$ cat src/rtl/tx_prbs_rrc_polyphase.sv
// PRBS9 symbol source feeding a polyphase pulse-shaping FIR (x N_PHASES oversampling).
// Emits one saturated shaped sample per enabled clock plus the reference bit and symbol strobe.
module tx_prbs_rrc_polyphase #(
  parameter int NB_COEF    = 8,
  parameter int NB_OUTPUT  = 8,
  parameter int NBF_OUTPUT = 7,
  parameter int N_PHASES   = 4,
  parameter int NB_PHASE   = 2,
  parameter int N_TAPS     = 6,
  parameter int NB_FILL    = 3,
  parameter logic [8:0] SEED = 9'h1AA,
  parameter logic [N_TAPS*N_PHASES*NB_COEF-1:0] COEF =
    192'h010201FD_F8F6FC0C_243E525A_5A523E24_0CFCF6F8_FD010201
) (
  input  logic                        clock,
  input  logic                        i_reset,
  input  logic                        i_enable,
  output logic signed [NB_OUTPUT-1:0] o_sample,
  output logic                        o_prbs_bit,
  output logic                        o_symbol_strobe
);

  localparam int NB_ACC = NB_COEF + $clog2(N_TAPS);
  // Coefficients carry NB_COEF-1 fractional bits; align the sum to the output format.
  localparam int ALIGN_SHIFT = (NB_COEF - 1) - NBF_OUTPUT;
  localparam logic signed [NB_ACC-1:0] SAT_MAX = NB_ACC'(2 ** (NB_OUTPUT - 1) - 1);
  localparam logic signed [NB_ACC-1:0] SAT_MIN = ~SAT_MAX;

  logic [8:0]               lfsr_r;
  logic [NB_PHASE-1:0]      phase_r;
  logic [N_TAPS-1:0]        sym_r;
  logic [NB_FILL-1:0]       fill_r;
  logic                     new_bit_s;
  logic                     sym_wrap_s;
  logic signed [NB_ACC-1:0] acc_s;
  logic signed [NB_ACC-1:0] acc_aligned_s;

  function automatic logic signed [NB_OUTPUT-1:0] saturate(input logic signed [NB_ACC-1:0] v);
    if (v > SAT_MAX) begin
      return {1'b0, {(NB_OUTPUT-1){1'b1}}};
    end else if (v < SAT_MIN) begin
      return {1'b1, {(NB_OUTPUT-1){1'b0}}};
    end else begin
      return v[NB_OUTPUT-1:0];
    end
  endfunction

  assign new_bit_s  = lfsr_r[8] ^ lfsr_r[4];
  assign sym_wrap_s = (phase_r == NB_PHASE'(N_PHASES - 1));

  // Branch sum for the current phase; taps not yet filled since reset contribute nothing.
  always_comb begin
    acc_s = '0;
    for (int k = 0; k < N_TAPS; k++) begin
      if (NB_FILL'(k) < fill_r) begin
        if (sym_r[k]) begin
          acc_s = acc_s + NB_ACC'($signed(COEF[(k*N_PHASES + int'(phase_r))*NB_COEF +: NB_COEF]));
        end else begin
          acc_s = acc_s - NB_ACC'($signed(COEF[(k*N_PHASES + int'(phase_r))*NB_COEF +: NB_COEF]));
        end
      end else begin
        acc_s = acc_s;
      end
    end
    acc_aligned_s = acc_s >>> ALIGN_SHIFT;
  end

  // Symbol clocking, phase rotation and registered outputs.
  always_ff @(posedge clock) begin
    if (i_reset) begin
      lfsr_r          <= SEED;
      phase_r         <= '0;
      sym_r           <= '0;
      fill_r          <= '0;
      o_sample        <= '0;
      o_prbs_bit      <= 1'b0;
      o_symbol_strobe <= 1'b0;
    end else if (i_enable) begin
      phase_r  <= sym_wrap_s ? '0 : phase_r + NB_PHASE'(1);
      o_sample <= saturate(acc_aligned_s);
      o_symbol_strobe <= (phase_r == '0);
      if (phase_r == '0) begin
        o_prbs_bit <= sym_r[0];
      end else begin
        o_prbs_bit <= o_prbs_bit;
      end
      if (sym_wrap_s) begin
        lfsr_r <= {lfsr_r[7:0], new_bit_s};
        sym_r  <= {sym_r[N_TAPS-2:0], new_bit_s};
        if (fill_r != NB_FILL'(N_TAPS)) begin
          fill_r <= fill_r + NB_FILL'(1);
        end else begin
          fill_r <= fill_r;
        end
      end else begin
        lfsr_r <= lfsr_r;
        sym_r  <= sym_r;
        fill_r <= fill_r;
      end
    end else begin
      o_symbol_strobe <= 1'b0;
    end
  end

endmodule
$ cat config.mk
export PLATFORM = sky130hd
export DESIGN_NAME = tx_prbs_rrc_polyphase
export DESIGN_NICKNAME = d
export VERILOG_FILES = /design/src/rtl/tx_prbs_rrc_polyphase.sv
export SDC_FILE = /design/constraint.sdc
export NUM_CORES = 1
export LEC_CHECK = 0
export ABC_AREA = 1
export CAP_MARGIN = 20
export CORE_MARGIN = 1
export CORE_UTILIZATION = 35
export CTS_CLUSTER_SIZE = 12
export DETAILED_ROUTE_END_ITERATION = 7
export PLACE_DENSITY_LB_ADDON = 0.1
export SLEW_MARGIN = 20
export SYNTH_ARGS = -nofsm -noshare
export SYNTH_HDL_FRONTEND = slang
export SYNTH_SLANG_ARGS = --single-unit
$ cat constraint.sdc
create_clock -name clock -period 12.16 [get_ports clock]
set_input_delay 2.432 -clock clock [delete_from_list [all_inputs] [get_ports clock]]
set_output_delay 2.432 -clock clock [all_outputs]
set_load 0.01 [all_outputs]
==> flow_summary.json <==
{
  "outcome": "completed",
  "route.detailed.drc": 0,
  "rr_worst_depth": 46,
  "num_vias": 4263,
  "path_clk_slew_ps": 50,
  "cpMostUsedCell": "nand2_1",
  "hp-class": "reg2reg",
  "dp.cells": 829,
  "rsz0062_at_grt": "no",
  "start_kind": "flip-flop",
  "clock_path_buffers": 2,
  "rows": 39,
  "synthXorXnorAreaFrac": 0.0444,
  "cts_htree_levels": 2,
  "first_pass_iters": 4,
  "timing.setup.tns_ps": 0,
  "groute.usage.overall": 0.180,
  "fmax_mhz": 129,
  "postCtsHoldBufs": 0,
  "max-cap-violations": 0,
  "place_ws_ps": 4490,
  "clock-sinks": 29,
  "portBuffers": 12,
  "cts-resized-gates": 0,
  "maxSlewHeadroom": 0.264,
  "io_pins": 13,
  "grt_pass1_wl_mm": 18.6,
  "crit_path_max_incr_delay_ps": 540,
  "stdcell_count": 837,
  "power.total_uw": 389,
  "fin_area_mm2": 0.00455,
  "fin_nets": 752,
  "initial_core_util": 0.361,
  "slowest_stage": "dfxtp_1",
  "synthCells": 686,
  "synth_edf_count": 0,
  "p_leak_uw": 0.00243,
  "finalSetupViolations": 0,
  "synth_area_per_cell_um2": 6.04,
  "worstSetupEndpointType": "flip-flop",
  "drive_above_1_share": 0.0663,
  "synth_top_family_by_area": "simple AND/OR/NAND/NOR gates",
  "timing.final.crit_share": 0.639,
  "postCtsSetupBuffers": 0,
  "numCtsBuffers": 5,
  "crit_type": "reg2reg",
  "drt_iter0_markers": 257,
  "worst-endpoint-arrival_ps": 7960,
  "synthArstFlopShare": 0,
  "powerDensity_mw_per_mm2": 85.3,
  "die_w_um": 111,
  "cts_tree": "done",
  "whs_path_depth": 2,
  "dp_hpwl_mm": 8.88,
  "die_h_um": 111,
  "cts_root_buf": "clkbuf_16",
  "routed_wl_mm": 10.9,
  "synthDistinctLibCells": 41,
  "fin_worst_skew_ps": 5.32,
  "tightest_slew_ps": 1100,
  "cp_data_required_time_ps": 12350,
  "yosys.area_share.simple": 0.375,
  "period_minus_slack_ps": 7770,
  "ant_nets": 0,
  "place_area_mm2": 0.00438,
  "synthMuxAreaShare": 0.00241,
  "max-vdd-ir-drop_mv": 0.106,
  "antenna_cells": 0,
  "synth_warnings": 0,
  "grt_overflow_total": 0,
  "worst_slack_ps": 4390,
  "synth-seq-cells": 29,
  "place.gp.congestion": 0.883,
  "hold_viol": 0,
  "synthAdderAreaFrac": 0.178,
  "clk_latency_ps": 270,
  "core_mm2": 0.0115,
  "synthesis.nets": 745,
  "antenna_found_initial": 0,
  "synth-compound-area-share": 0.163,
  "critical_path_peak_fanout": 10,
  "slew_violations": 0,
  "grt_max_degree": 20,
  "synth_area_mm2": 0.00415,
  "grt_pass1_vias": 3997,
  "synth_top_flop_cell": "dfxtp_1",
  "viasPerCell": 5.09,
  "yosysSeqAreaShare": 0.140,
  "die-area_mm2": 0.0123,
  "syn_to_final_growth_pct": 9.87,
  "wl_per_cell_um": 13.0
}
-- cells in the mapped netlist, types with 2 or more instances --
library cell  number  area share
inv_1             82       0.074
dfxtp_1           29        0.14
and2_1             2      0.0030
nand2_1          217        0.20
a31oi_1            2      0.0030
nor2_4             2      0.0054
o21ai_1            8      0.0097
nand4_1            9       0.014
xor2_1            13       0.027
o21ai_0           33       0.040
nor3_1             4      0.0048
nand3_2            3      0.0072
o21bai_1           4      0.0072
buf_2              2      0.0024
clkinv_1           2      0.0018
nor2_1            44       0.040
o211ai_1           2      0.0036
xnor2_1            8       0.017
nor2_2             3      0.0045
fa_1               5       0.024
ha_1              51        0.15
a21oi_1           49       0.059
a21oi_2            4      0.0085
or2_2              8       0.012
inv_2              7      0.0063
clkbuf_1           7      0.0063
a21oi_4            2      0.0078
nand3_1           61       0.074
nand3b_1           3      0.0054
a21o_1             2      0.0036
buf_6              2      0.0054
o21a_1             2      0.0036
o21ai_2            3      0.0063
nand2_2            4      0.0060
-- worst max-delay path, delay by kind of cell, from the launching register on --
kind | cells | cell delay, ps
buffers and inverters | 5 | 490
and+or+nand+nor | 27 | 3240
AOI/OAI and AO/OA | 5 | 790
xor gates and xnor gates | 2 | 310
DFF | 1 | 540
adders and majority gates | 7 | 2320
-- layout make-up --
class | instances | area (µm²)
fill | 1234 | 6910
sequential | 29 | 581
inverter | 91 | 342
timing repair buffer | 12 | 120
clock inverter | 1 | 30.0
multi-input combinational | 554 | 3160
tap | 143 | 179
clock buffer | 7 | 143
-- cells in the final DEF (no fill, tap or decap), types with 9 or more instances in the layout --
master and n:
a21oi_1 49, clkdlybuf4s50_1 12, dfxtp_1 29, ha_1 51, inv_1 82, nand2_1 217, nand3_1 61, nand4_1 9
nor2_1 44, o21ai_0 32, o21ai_1 9, xor2_1 13
-- metal layers --
metal	GRT usage	part of all wire	vias to the layer above
met1	0.256	0.52	1941
met3	0.0126	0.023	7
met4	0.0240	0.0054	0
met5	0	0	-
li1	-	-	2256
met2	0.304	0.45	59
-- power breakdown --
group          internal (µW)  switching, µW
clock network            102           40.4
registers               99.0           3.79
logic                   52.9           90.3
-- worst paths after layout --
path | start | slack, ps | to
setup / recovery | phase_r[1] | 4390 | o_sample[3]
hold / removal | lfsr_r[7] | 460 | lfsr_r[8]
setup reg to reg | phase_r[1] | 4390 | o_sample[3]
hold reg to reg | lfsr_r[7] | 460 | lfsr_r[8]
-- logic make-up after synthesis --
family,after synthesis
fa+ha+maj,56
buf+inv,103
flops,29
simple gates,361
compound gates,115
mux,1
xor+xnor,21
-- flip-flops by register name (all words and copies together) (netlist names) --
register	flops
o_prbs_bit	1
lfsr_r	9
phase_r	2
o_sample	8
o_symbol_strobe	1
sym_r	5
fill_r	3
-- through the flow --
step | utilization | hold WS, ps
after floorplan | - | 429
after global placement | 0.382 | 443
after detailed placement | 0.382 | 452
after CTS | 0.397 | 466
after global routing | 0.397 | 479
final | 0.397 | 458
Power figures use the tool's default switching activity.
